**src/rtl/wb_stage_unit.sv**
```systemverilog
// Write-back stage: MEM/WB pipeline register, load/ALU result select, and a
// stall/timeout FSM that waits on variable-latency load data.
module wb_stage_unit #(
  parameter int DATA_W  = 32,
  parameter int TIMEOUT = 16,
  parameter int PC_REG  = 15
) (
  input  logic              clk,
  input  logic              rst,
  input  logic              mem_valid,
  input  logic              mem_wb_en,
  input  logic              mem_r_en,
  input  logic [3:0]        mem_dest,
  input  logic [DATA_W-1:0] mem_alu_result,
  input  logic              flush,
  input  logic              rdata_valid,
  input  logic [DATA_W-1:0] rdata,
  output logic              wb_stall,
  output logic [3:0]        Dest_wb,
  output logic [DATA_W-1:0] Result_WB,
  output logic              writeBackEn,
  output logic              pc_wr_blocked,
  output logic              mem_timeout,
  output logic [31:0]       retire_count
);

  localparam int              CNT_W    = (TIMEOUT > 1) ? $clog2(TIMEOUT) : 1;
  localparam logic [CNT_W-1:0] CNT_LAST = CNT_W'(TIMEOUT - 1);
  localparam logic [3:0]      PC_IDX   = 4'(PC_REG);

  typedef enum logic {IDLE, WAIT_MEM} state_t;
  typedef struct packed {
    logic       wb_en;
    logic [3:0] dest;
  } wb_req_t;

  state_t            state_q, state_d;
  wb_req_t           req_q;
  logic [CNT_W-1:0]  cnt_q;
  logic [3:0]        dest_q;
  logic [DATA_W-1:0] result_q;
  logic              wbe_q, pc_blk_q, tmo_q;
  logic [31:0]       retire_q;

  logic              accept_now, start_wait, load_done, timeout_hit, retire;
  logic              wr_en, pc_hit;
  logic [3:0]        wr_dest;
  logic [DATA_W-1:0] wr_data;

  // Flush kills whatever is presented or pending, including same-cycle data.
  always_comb begin
    accept_now  = (state_q == IDLE) && mem_valid && !flush && (!mem_r_en || rdata_valid);
    start_wait  = (state_q == IDLE) && mem_valid && !flush && mem_r_en && !rdata_valid;
    load_done   = (state_q == WAIT_MEM) && !flush && rdata_valid;
    timeout_hit = (state_q == WAIT_MEM) && !flush && !rdata_valid && (cnt_q == CNT_LAST);
    retire      = accept_now || load_done;
    wr_en       = accept_now ? mem_wb_en : req_q.wb_en;
    wr_dest     = accept_now ? mem_dest  : req_q.dest;
    wr_data     = (accept_now && !mem_r_en) ? mem_alu_result : rdata;
    pc_hit      = wr_en && (wr_dest == PC_IDX);
  end

  always_ff @(posedge clk) begin
    if (rst) state_q <= IDLE;
    else     state_q <= state_d;
  end

  always_comb begin
    state_d = state_q;
    case (state_q)
      IDLE:     if (start_wait) state_d = WAIT_MEM;
      WAIT_MEM: if (flush || rdata_valid || timeout_hit) state_d = IDLE;
      default:  state_d = IDLE;
    endcase
  end

  always_comb begin
    wb_stall = (state_q == WAIT_MEM);
  end

  always_ff @(posedge clk) begin
    if (rst) begin
      req_q    <= '0;
      cnt_q    <= '0;
      dest_q   <= '0;
      result_q <= '0;
      wbe_q    <= 1'b0;
      pc_blk_q <= 1'b0;
      tmo_q    <= 1'b0;
      retire_q <= '0;
    end else begin
      wbe_q <= retire && wr_en && !pc_hit;
      if (start_wait) begin
        req_q <= '{wb_en: mem_wb_en, dest: mem_dest};
        cnt_q <= '0;
      end else if ((state_q == WAIT_MEM) && !flush && !rdata_valid) begin
        cnt_q <= cnt_q + 1'b1;
      end
      if (retire) begin
        dest_q   <= wr_dest;
        result_q <= wr_data;
        retire_q <= retire_q + 32'd1;
      end
      if (retire && pc_hit) pc_blk_q <= 1'b1;
      if (timeout_hit)      tmo_q    <= 1'b1;
    end
  end

  assign Dest_wb       = dest_q;
  assign Result_WB     = result_q;
  assign writeBackEn   = wbe_q;
  assign pc_wr_blocked = pc_blk_q;
  assign mem_timeout   = tmo_q;
  assign retire_count  = retire_q;

endmodule

```
**config.mk**
```make
export PLATFORM = sky130hd
export DESIGN_NAME = wb_stage_unit
export DESIGN_NICKNAME = d
export VERILOG_FILES = /design/src/rtl/wb_stage_unit.sv
export SDC_FILE = /design/constraint.sdc
export NUM_CORES = 1
export LEC_CHECK = 0
export ABC_AREA = 1
export ABC_CLOCK_PERIOD_IN_PS = 1600
export BUFFER_PORTS_ARGS = -buffer_cell sky130_fd_sc_hd__buf_4
export CAP_MARGIN = 20
export CELL_PAD_IN_SITES_DETAIL_PLACEMENT = 0
export CELL_PAD_IN_SITES_GLOBAL_PLACEMENT = 2
export CORE_ASPECT_RATIO = 1.4
export CORE_MARGIN = 5
export CORE_UTILIZATION = 26
export CTS_BUF_LIST = sky130_fd_sc_hd__clkbuf_8
export DETAILED_ROUTE_END_ITERATION = 16
export PLACE_DENSITY_LB_ADDON = 0.1
export SYNTH_ARGS = -nofsm -noshare
export SYNTH_HDL_FRONTEND = slang
export SYNTH_SLANG_ARGS = --single-unit
```
**constraint.sdc**
```tcl
create_clock -name clk -period 1.6 [get_ports clk]
set_input_delay 0.48 -clock clk [delete_from_list [all_inputs] [get_ports clk]]
set_output_delay 0.48 -clock clk [all_outputs]
set_load 0.02 [all_outputs]
```
==> results of run 1 <==
==> cell type report <==
class / count / area (um2)
sequential: 81 / 1630
multi-input combinational: 442 / 2060
timing repair buffer: 191 / 1520
tap: 196 / 245
inverter: 89 / 334
clock inverter: 6 / 85.1
clock buffer: 9 / 124
fill: 1701 / 9540
==> cell usage after synthesis <==
master / count / area, um2
buf_1: 1 / 3.75
nand2_2: 2 / 12.5
clkbuf_1: 10 / 37.5
buf_4: 4 / 30.0
xnor2_1: 1 / 8.76
dfxtp_1: 81 / 1620
nand3_1: 26 / 130
and3_1: 1 / 6.26
ha_1: 2 / 25.0
or2_1: 1 / 6.26
nor2_4: 1 / 11.3
nor2_2: 11 / 68.8
clkbuf_2: 1 / 5.00
nand4_1: 12 / 75.1
nor2_1: 129 / 484
inv_1: 87 / 327
clkinv_1: 2 / 7.51
o21ai_0: 54 / 270
o21ai_1: 32 / 160
a21oi_1: 32 / 160
nor3_1: 2 / 10.0
buf_2: 4 / 20.0
xor2_1: 2 / 17.5
nand2_1: 130 / 488
buf_6: 7 / 78.8
a21boi_0: 1 / 7.51
o21bai_1: 3 / 22.5
==> repair_timing <==
action,CTS,global route
gates cloned,0,2
endpoints found under the setup margin,2,50
setup buffers,0,2
pin swaps,0,6
endpoints found under the hold margin,0,0
gates resized for setup,3,31
==> kinds of logic (layout without fill, tap and decap cells) <==
group,Yosys count,count (layout),share of synthesized area
AND/OR/NAND/NOR,315,315,0.316
AO/OA/AOI/OAI,122,122,0.152
buffers and inverters,116,295,0.124
flip-flops,81,81,0.396
XOR/XNOR,3,3,0.00642
adder cells (fa/ha/maj),2,2,0.00611
==> per-layer routing <==
layer  vias up  share of wire
li1       2351              -
met1      1939           0.40
met2        95           0.53
met3         9          0.060
met4         0          0.015
met5         -              0
==> state kept, by name (all words and copies together) (netlist names) <==
register	count
Dest_wb	4
cnt_q	4
req_q	5
Result_WB	32
pc_wr_blocked	1
wb_stall	1
retire_count	32
mem_timeout	1
writeBackEn	1
==> worst max path at each step <==
stage,end,depth (start not counted),slack [ns],from
2_1_floorplan,retire_count[28],10,0.002,retire_count[1]
3_3_place_gp,retire_count[1],10,-0.20,mem_valid
3_5_place_dp,retire_count[1],10,-0.20,mem_valid
4_1_cts,retire_count[10],2,0.003,retire_count[10]
5_1_grt,retire_count[27],7,-0.04,retire_count[12]
6_report,retire_count[10],2,0.1,retire_count[10]
==> worst max-delay path: cells and delay by family, from the launching register on <==
family                 cells  cell delay (ns)
flip-flops                 1             0.35
buffers and inverters      2             0.30
==> report_power, final <==
group / leakage, nW / switching [mW] / internal (mW)
Clock: 0.106 / 0.776 / 0.865
Combinational: 2.09 / 0.364 / 0.356
Sequential: 0.662 / 0.0370 / 2.09
==> per-stage QoR <==
stage	setup slack, ns	util	instances	area (um2)	hold slack [ns]
detailed placement	-0.201	0.362	995	5620	0.447
global placement	-0.199	0.362	995	5620	0.437
CTS	0.00296	0.376	1010	5850	0.354
floorplan	0.00245	-	639	4100	0.430
global route	-0.0434	0.386	1014	6000	0.367
finish	0.0996	0.386	1014	6000	0.386
==> metrics.yaml, run 1 <==
diodes: 0
grt.met2_usage: 0.262
cp.arrival_ns: 1.02
detail_route.wl_per_cell_um: 13.2
path_class: "flop to output port"
coreArea_um2: 15500
slowest_delay_ns: 0.35
clockRootBuffer: "clkbuf_8"
path_cells: "buf_4, buf_4"
synth.distinct_cells: 27
timing.rr.end: "retire_count[18]"
startpoint_type: "flop"
final_cell_mix: "184 x buf_4, 127 x nand2_1, 121 x nor2_1"
synth_seq_area_share: 0.396
drcViolationCount: 0
io_buffers: 146
grtUsageMet1: 0.160
whs_path_depth: 2
r2r-start: "retire_count[0]"
gp_congestion: 0.806
path_max_fanout: 3
hold_path_end: "retire_count[15]"
rows: 54
die_h_um: 158
ant_nets: 0
fin_nets: 891
syn-num-nets: 716
worst_ep_required_time_ns: 1.12
max_freq_mhz: 666
cts_hold_buf: 0
drt_pass1_iterations: 4
synth_seq_cells: 81
syn_area_um2: 4100
outcome: "finished, final reports clean"
htreeDepth: 3
syn_inst: 639
worst_hold_path_type: "input pin to flop"
antenna_found_initial: 0
clkLatencyLatePin_ns: 0.36
syn_to_final_growth_pct: 46.4
rrSetupSlack_ns: 0.1
hold_viol: 0
slew_viol_final: 0
grt_pass1_wl_mm: 21.3
grt_pass1_vias: 4390
ir_worst_vdd_v: 0.000355
path_common_cell: "buf_4"
clock_path_buffers: 2
p_leak_nw: 2.85
critPathCaptureType: "output port"
synth_area_per_cell_um2: 6.41
cp_slowest_cell: "dfxtp_2"
cap_violations: 0
setup_tns_ns: 0
path_clk_slew_ns: 0.09
rsz0062_at_grt: "yes"
setup_viol_count_final: 0
power_mw: 4.49
cts_buffers: 9
die_x_um: 116
slew_headroom: 0.814
dieArea_um2: 18400
min_from: "rst"
dpl.hpwl_mm: 10.2
worstRegToRegCells: 10
wl_mm: 13.4
grt_usage: 0.144
gr-max-usage-layer: "met2"
grt_max_degree: 65
tightest_slew_ns: 0.275
clock_skew_ns: 0.0142
start_util: 0.264
first_iter_violations: 122
period_share: 0.938
final.min_clock_period_ns: 1.50
grt-ovfl-total: 0
grt_util_met3: 0.0418
vias: 4394
power_per_cell_area_nw_per_um2: 748
ios: 147
yosys_warnings: 0
drive_gt1_frac: 0.297
final_common_cell: "buf_4"
cts_tree: "done"
clkSinkCount: 81
avgViaCountPerCell: 4.33
Power figures use the tool's default switching activity.
==> run 2: changes to the inputs <==
--- a/config.mk
+++ b/config.mk
@@ -13,8 +13,8 @@
 export CELL_PAD_IN_SITES_GLOBAL_PLACEMENT = 2
 export CORE_ASPECT_RATIO = 1.4
 export CORE_MARGIN = 5
-export CORE_UTILIZATION = 26
-export CTS_BUF_LIST = sky130_fd_sc_hd__clkbuf_8
+export CORE_UTILIZATION = 25
+export CTS_BUF_LIST = sky130_fd_sc_hd__clkbuf_4 sky130_fd_sc_hd__clkbuf_8 sky130_fd_sc_hd__clkbuf_16
 export DETAILED_ROUTE_END_ITERATION = 16
 export PLACE_DENSITY_LB_ADDON = 0.1
 export SYNTH_ARGS = -nofsm -noshare
==> run 2 against run 1 <==
Register-to-register slack improved by 0.02 ns. Die area rose by 3.7%. Fmax rose by 1.1%. Clock skew fell by 0.0057 ns. First-iteration DRC count rose by 5.7%.
==> metrics.yaml, run 2 (synthesis results as in run 1) <==
outcome: "finished, final reports clean"
grt_max_degree: 65
start_util: 0.253
worst_ep_required_time_ns: 1.82
worstRegToRegCells: 9
multi_input_area_um2: 2060
p_int_mw: 3.80
hold_path_end: "req_q[1]"
path_max_fanout: 23
grt-ovfl-total: 0
clockPowerShare: 0.441
nFillCells: 1732
gp_congestion: 0.785
vias: 4399
grt_pass1_vias: 4343
min_from: "mem_dest[1]"
wl_mm: 13.5
clock_skew_ns: 0.00850
clkLatencyLatePin_ns: 0.34
final.min_clock_period_ns: 1.48
final_common_cell: "buf_4"
cp.arrival_ns: 1.71
clkSinkCount: 81
dieArea_um2: 19100
avgViaCountPerCell: 4.33
rrSetupSlack_ns: 0.12
slew_viol_final: 0
dpl.cell_count: 997
tightest_slew_ns: 0.311
rsz0062_at_grt: "yes"
ant_nets: 0
cap_violations: 0
dpl.hpwl_mm: 10.3
swShare: 0.247
max_freq_mhz: 674
rows: 55
drcViolationCount: 0
comb_power_share: 0.138
setup_viol_count_final: 0
p_leak_nw: 2.89
grt_pass1_wl_mm: 21.5
pre_cts_slack_ns: -0.245
path_class: "flop to flop"
seqPwrFrac: 0.421
startpoint_type: "flop"
drive_gt1_frac: 0.294
syn_to_final_growth_pct: 48.7
final_core_util: 0.377
worst_hold_path_type: "input pin to flop"
clockRootBuffer: "clkbuf_16"
power_per_cell_area_nw_per_um2: 829
detail_route.wl_per_cell_um: 13.3
slew_headroom: 0.793
fin_cells: 1015
timing.rr.end: "retire_count[5]"
hold_viol: 0
first_iter_violations: 129
critPathCaptureType: "flop"
final_cell_mix: "183 x buf_4, 126 x nand2_1, 121 x nor2_1"
grt_usage: 0.138
power_switching_mw: 1.24
regArea_um2: 1630
die_h_um: 161
die_x_um: 118
path_clk_slew_ns: 0.06
r2r-start: "wb_stall"
fin_ws_ns: 0.116
diodes: 0
whs_path_depth: 3
drt_pass1_iterations: 5
cts_buffers: 9
coreArea_um2: 16200
ir_worst_vdd_v: 0.000372
fin_nets: 889
period_share: 0.927
hold_slack_ns: 0.419
antenna_found_initial: 0
clock_path_buffers: 2
ios: 147
htreeDepth: 3
cts_tree: "done"
io_buffers: 146
-- run 2: changes by cell type in the layout (fill, tap and decap cells not counted), sizes merged --
cell	before	now
inv	89	88
buf	189	188
-- run 2: final cells by class --
type,instances,share of cell area
clock buffers,10,0.0382
clock inverters,5,0.0134
inverters,89,0.0548
multi-input cells,442,0.339
flip-flops and latches,81,0.268
well taps,199,0.0409
repair buffers,189,0.246
-- run 2: what timing repair did --
action / in CTS / in global routing
hold endpoints to repair: 0 / 0
setup endpoints to repair: 5 / 35
pin swaps: 0 / 3
resized for setup: 3 / 30
cloned: 0 / 1
setup buffers: 0 / 2
hold buffers: 0 / 0
-- run 2: critical path, cell delays in order, from the launching register on --
cell	delay [ns]
dfxtp_1	0.35
nor2_2	0.15
nand3_2	0.11
nand2_4	0.14
buf_12	0.18
nand2_2	0.08
inv_1	0.07
nand2_1	0.06
o21ai_0	0.16
nor2_1	0.05
-- run 2: worst max path at each step --
| stage | start | endpoint | slack [ns] | depth (start not counted) |
|---|---|---|---|---|
| CTS | wb_stall | retire_count[19] | 0.0004 | 9 |
| floorplan | retire_count[1] | retire_count[28] | 0.002 | 10 |
| finish | wb_stall | retire_count[5] | 0.12 | 9 |
| detailed placement | flush | retire_count[19] | -0.24 | 10 |
| global route | retire_count[8] | retire_count[19] | -0.006 | 9 |
| global placement | mem_valid | retire_count[19] | -0.22 | 11 |
-- run 2: layer usage --
metal	GRT usage	up-vias	wire [um]
li1	-	2347	-
met1	0.160	1942	5590
met2	0.242	96	6930
met3	0.0375	14	817
met4	0.0490	0	199
met5	0	-	0
-- run 2: stage by stage --
step | cell area [um2] | setup TNS [ns] | power (mW)
6_report | 6090 | 0 | 5.05
3_3_place_gp | 5630 | -5.61 | 2.86
5_1_grt | 6090 | -0.0107 | 5.31
2_1_floorplan | 4100 | 0 | 2.52
4_1_cts | 5960 | 0 | 5.14
3_5_place_dp | 5630 | -6.79 | 2.87
-- run 2: power by group through the flow --
stage	clock, mW	combinational [mW]	sequential, mW
final	2.22	0.696	2.13
after global routing	2.40	0.777	2.14
after CTS	2.32	0.698	2.13
after detailed placement	0	0.696	2.17
after global placement	0	0.694	2.17
after floorplan	0	0.266	2.25
